$ cat src/rtl/i2c_arbiter.sv
// Round-robin arbiter sharing one I2C master core between two requesters.
// Each wait state of a transaction is bounded by TIMEOUT cycles; all outputs are registered.
module i2c_arbiter #(
    parameter int unsigned TIMEOUT = 1024
) (
    input  logic       clk,
    input  logic       rst,
    input  logic       req0_i,
    input  logic [6:0] addr0_i,
    input  logic [7:0] data0_i,
    input  logic       req1_i,
    input  logic [6:0] addr1_i,
    input  logic [7:0] data1_i,
    output logic       gnt0_o,
    output logic       gnt1_o,
    output logic       done0_o,
    output logic       done1_o,
    output logic       err_o,
    output logic       busy_o,
    input  logic       i2c_ready_i,
    output logic [6:0] i2c_address_o,
    output logic [7:0] i2c_data_o,
    output logic       i2c_start_o
);

    localparam int unsigned CntW = (TIMEOUT > 0) ? $clog2(TIMEOUT + 1) : 1;

    typedef enum logic [1:0] {
        StIdle,
        StLaunch,
        StWaitBusy,
        StWaitDone
    } state_e;

    state_e            r_state;
    logic [CntW-1:0]   r_cnt;
    logic              r_owner;
    logic [6:0]        r_addr;
    logic [7:0]        r_data;
    logic              r_gnt0;
    logic              r_gnt1;
    logic              r_done0;
    logic              r_done1;
    logic              r_err;
    logic              r_busy;
    logic              r_start;

    state_e            w_state_nxt;
    logic [CntW-1:0]   w_cnt_nxt;
    logic              w_owner_nxt;
    logic [6:0]        w_addr_nxt;
    logic [7:0]        w_data_nxt;
    logic              w_gnt0_nxt;
    logic              w_gnt1_nxt;
    logic              w_done0_nxt;
    logic              w_done1_nxt;
    logic              w_err_nxt;
    logic              w_start_nxt;
    logic              w_pick1;
    logic              w_expire;
    logic [CntW-1:0]   w_cnt_dec;

    // The current wait cycle is the last one allowed when the counter is down to 1.
    assign w_expire  = (r_cnt <= CntW'(1));
    assign w_cnt_dec = w_expire ? '0 : (r_cnt - CntW'(1));

    always_comb begin
        w_state_nxt = r_state;
        w_cnt_nxt   = r_cnt;
        w_owner_nxt = r_owner;
        w_addr_nxt  = r_addr;
        w_data_nxt  = r_data;
        w_gnt0_nxt  = 1'b0;
        w_gnt1_nxt  = 1'b0;
        w_done0_nxt = 1'b0;
        w_done1_nxt = 1'b0;
        w_err_nxt   = 1'b0;
        w_start_nxt = 1'b0;
        w_pick1     = 1'b0;

        unique case (r_state)
            StIdle: begin
                if (i2c_ready_i && (req0_i || req1_i)) begin
                    // On a tie the requester that did not own the last transaction wins.
                    w_pick1     = (req0_i && req1_i) ? ~r_owner : req1_i;
                    w_owner_nxt = w_pick1;
                    w_addr_nxt  = w_pick1 ? addr1_i : addr0_i;
                    w_data_nxt  = w_pick1 ? data1_i : data0_i;
                    w_gnt0_nxt  = ~w_pick1;
                    w_gnt1_nxt  = w_pick1;
                    w_state_nxt = StLaunch;
                end
            end
            StLaunch: begin
                w_start_nxt = 1'b1;
                w_cnt_nxt   = CntW'(TIMEOUT);
                w_state_nxt = StWaitBusy;
            end
            StWaitBusy: begin
                if (!i2c_ready_i) begin
                    w_cnt_nxt   = CntW'(TIMEOUT);
                    w_state_nxt = StWaitDone;
                end else if (w_expire) begin
                    w_err_nxt   = 1'b1;
                    w_cnt_nxt   = '0;
                    w_state_nxt = StIdle;
                end else begin
                    w_cnt_nxt = w_cnt_dec;
                end
            end
            StWaitDone: begin
                if (i2c_ready_i) begin
                    w_done0_nxt = ~r_owner;
                    w_done1_nxt = r_owner;
                    w_cnt_nxt   = '0;
                    w_state_nxt = StIdle;
                end else if (w_expire) begin
                    w_err_nxt   = 1'b1;
                    w_cnt_nxt   = '0;
                    w_state_nxt = StIdle;
                end else begin
                    w_cnt_nxt = w_cnt_dec;
                end
            end
            default: begin
                w_cnt_nxt   = '0;
                w_state_nxt = StIdle;
            end
        endcase
    end

    always_ff @(posedge clk or negedge rst) begin
        if (!rst) begin
            r_state <= StIdle;
            r_cnt   <= '0;
            r_owner <= 1'b1;
            r_addr  <= '0;
            r_data  <= '0;
            r_gnt0  <= 1'b0;
            r_gnt1  <= 1'b0;
            r_done0 <= 1'b0;
            r_done1 <= 1'b0;
            r_err   <= 1'b0;
            r_busy  <= 1'b0;
            r_start <= 1'b0;
        end else begin
            r_state <= w_state_nxt;
            r_cnt   <= w_cnt_nxt;
            r_owner <= w_owner_nxt;
            r_addr  <= w_addr_nxt;
            r_data  <= w_data_nxt;
            r_gnt0  <= w_gnt0_nxt;
            r_gnt1  <= w_gnt1_nxt;
            r_done0 <= w_done0_nxt;
            r_done1 <= w_done1_nxt;
            r_err   <= w_err_nxt;
            r_busy  <= (w_state_nxt != StIdle);
            r_start <= w_start_nxt;
        end
    end

    assign gnt0_o        = r_gnt0;
    assign gnt1_o        = r_gnt1;
    assign done0_o       = r_done0;
    assign done1_o       = r_done1;
    assign err_o         = r_err;
    assign busy_o        = r_busy;
    assign i2c_address_o = r_addr;
    assign i2c_data_o    = r_data;
    assign i2c_start_o   = r_start;

endmodule

$ cat config.mk
export PLATFORM = sky130hd
export DESIGN_NAME = i2c_arbiter
export DESIGN_NICKNAME = d
export VERILOG_FILES = /design/src/rtl/i2c_arbiter.sv
export SDC_FILE = /design/constraint.sdc
export NUM_CORES = 1
export LEC_CHECK = 0
export CAP_MARGIN = 25
export CORE_MARGIN = 1.5
export CORE_UTILIZATION = 41
export DETAILED_ROUTE_END_ITERATION = 12
export GPL_TIMING_DRIVEN = 0
export PLACE_DENSITY_LB_ADDON = 0.05
export SETUP_SLACK_MARGIN = 0.5
export SYNTH_ARGS = -nofsm -noshare
export SYNTH_HDL_FRONTEND = slang
export SYNTH_SLANG_ARGS = --single-unit
$ cat constraint.sdc
create_clock -name clk -period 1.9 [get_ports clk]
set_clock_uncertainty 0.15 [all_clocks]
set_input_delay 0.38 -clock clk [delete_from_list [all_inputs] [get_ports clk]]
set_output_delay 0.38 -clock clk [all_outputs]
set_load 0.01 [all_outputs]
==> qor.csv <==
stage;metric;value;unit
run_status;outcome;finished clean;
global_route;overflow;0;
floorplan;coreArea;0.00406;mm^2
global_route;grt_pass1_wl;8030;um
timing;finalSetupViolCount;0;
setup_path;path_class;reg2reg;
setup_path;cp-end-kind;flip-flop;
timing;post-route-min-period;1.79;ns
synthesis;async_flop_share;100;%
setup_path;cp-startpoint;r_cnt[0];
timing;drv_slew;0;
global_route;grt_pass1_vias;1692;
global_route;grtUsageTotal;23.7;%
synthesis;yosys_warnings;0;
setup_path;required;1.96;ns
floorplan;die_area;0.00468;mm^2
drt;drt_iter0_drc;94;
clocking;clock_sinks;36;
layout;final_cell_mix;32 x dfrtp_1, 31 x buf_4, 30 x clkdlybuf4s50_1, 23 x buf_2;
timing;fmax;559;MHz
synthesis;synthesis.area;0.00176;mm^2
synthesis;ys_types;47;
placement;place_congestion;0.818;
timing;setup_ws;0.111;ns
clocking;cts_tree;built;
setup_path;path_max_fanout;6;
global_route;antenna_found_initial;0;
setup_path;cp-start-kind;flip-flop;
floorplan;num_rows;23;
drt;wl;5500;um
clocking;cts_buffers;5;
drt;routed-via-count;1703;
synthesis;syn_inst;169;
synthesis;ys_seq_elements;36;
global_route;grt_max_degree;37;
setup_path;r2r_setup_slack;0.11;ns
job;cap_violations;0;
floorplan;initial_utilization;43.3;%
floorplan;boundaryPins;57;
pwr;p_per_area;1550;mW/mm^2
layout;syn_to_final_growth;77.3;%
clocking;h-tree-depth;2;
worst_hold_path;hold_class;in2async;
drt;drt_pre_antenna_iters;4;
clocking;path_clk_slew;0.07;ns
placement;post-place-ws;-0.340;ns
timing;worst_pin_slew;0.811;ns
drt;post_drt_wl_per_cell;17.2;um
drt;antenna_left;0;
layout;multi_input_area;0.00111;mm^2
timing;rsz0062_at_grt;true;
placement;portBuffers;56;
timing;hold_ws;0.0295;ns
synthesis;synth-main-ff-cell;dfrtp_1;
pwr;power;4.83;mW
clocking;cts-root-buf;clkbuf_8;
synthesis;syn_avg_cell_area;10.4;um^2
floorplan;die_w;68.4;um
layout;fin_nets;305;
layout;drive_gt1_share;53.2;%
layout;fill_cells;269;
pwr;p_leak;1.34;nW
layout;fin_util;76.7;%
clocking;clk_latency;0.29;ns
drt;vias_per_cell;5.34;
setup_path;arrival;1.85;ns
drt;drcViolationCount;0;
setup_path;worstRegToRegCells;6;
setup_path;reg2reg_from;r_cnt[0];
synthesis;seq_area_frac_synth;51.4;%
pwr;vdd_drop_max;0.000877;V
timing;hold_violations;0;
layout;diodes;0;
synthesis;synth-edff-count;0;
placement;hpwlAfterDp;3150;um
floorplan;die_y;68.4;um
timing;setup_tns;0;ns
clocking;clk_path_buf_depth;2;
synthesis;syn-num-nets;206;
layout;final_common_cell;dfrtp_1;
setup_path;r2r_end;busy_o;
timing;relSlewSlack;46.0;%
timing;fin_crit_sh;94.1;%
layout;seq_area;906;um^2
==> cells by family (layout without fill, tap and decap cells) <==
kind of cell | Yosys count | in the layout | synth area share, %
and+or+nand+nor | 54 | 54 | 15.6
DFF | 36 | 36 | 51.4
adders and majority gates | 3 | 3 | 2.00
xor gates and xnor gates | 2 | 2 | 1.43
AOI/OAI and AO/OA | 43 | 43 | 15.5
muxes | 16 | 16 | 9.12
buffers and inverters | 15 | 115 | 4.92
==> timing repair <==
item,CTS,global route
hold buffers,0,0
setup endpoints to repair,55,36
pin swaps,19,8
gates cloned,3,0
resized for setup,150,43
buffers inserted,29,4
==> per-stage QoR <==
stage / cell area, um^2 / cells
finish: 3110 / 319
global route: 3110 / 319
CTS: 2920 / 315
detailed placement: 2430 / 275
global placement: 2430 / 275
floorplan: 1810 / 169
==> layout make-up <==
type                    count  area share (%)
repair buffers             92            25.0
flip-flops and latches     36            29.1
inverters                   5           0.603
plain buffers              10            4.74
multi-input cells         118            35.6
well taps                  50            2.01
clock buffers               8            2.90
==> cell usage after synthesis, drive strengths merged (4+ instances only) <==
cell type / count / area (um^2)
nor3: 5 / 30.0
buf: 10 / 67.6
nand3: 4 / 20.0
inv: 5 / 18.8
mux2i: 16 / 160
a21oi: 17 / 85.1
o21ai: 6 / 30.0
nor2: 23 / 93.8
dfrtp: 35 / 876
nand2: 10 / 40.0
==> worst max-delay path by stage <==
| stage | end |
|---|---|
| 5_1_grt | busy_o |
| 6_report | busy_o |
| 3_3_place_gp | i2c_address_o[6] |
| 3_5_place_dp | r_cnt[8] |
| 4_1_cts | busy_o |
| 2_1_floorplan | r_cnt[8] |
==> state kept, by name, indices dropped and copies added, names as in the netlist <==
name / cells
err_o: 1
i2c_start_o: 1
gnt0_o: 1
r_cnt: 11
i2c_address_o: 7
busy_o: 1
done0_o: 1
gnt1_o: 1
r_state: 2
r_owner: 1
done1_o: 1
i2c_data_o: 8
==> worst max-delay path, cell delays in order (launching register included) <==
cell	delay [ns]
dfrtp_2	0.43
ha_2	0.19
o21bai_4	0.16
and4_1	0.20
buf_6	0.14
maj3_2	0.32
a22oi_2	0.12
==> metal layers <==
| metal | global-route usage (%) | vias up | part of all wire, % |
|---|---|---|---|
| met3 | 4.93 | 7 | 6.0 |
| met5 | 0 | - | 0 |
| met4 | 7.75 | 0 | 1.0 |
| met2 | 40.1 | 56 | 51 |
| li1 | - | 804 | - |
| met1 | 29.9 | 836 | 42 |
==> where the power goes <==
| part | switching [mW] | internal (mW) |
|---|---|---|
| clock | 0.265 | 0.296 |
| combinational | 1.36 | 1.54 |
| sequential | 0.281 | 1.09 |
Note: power is estimated with default switching activity, not from simulation.
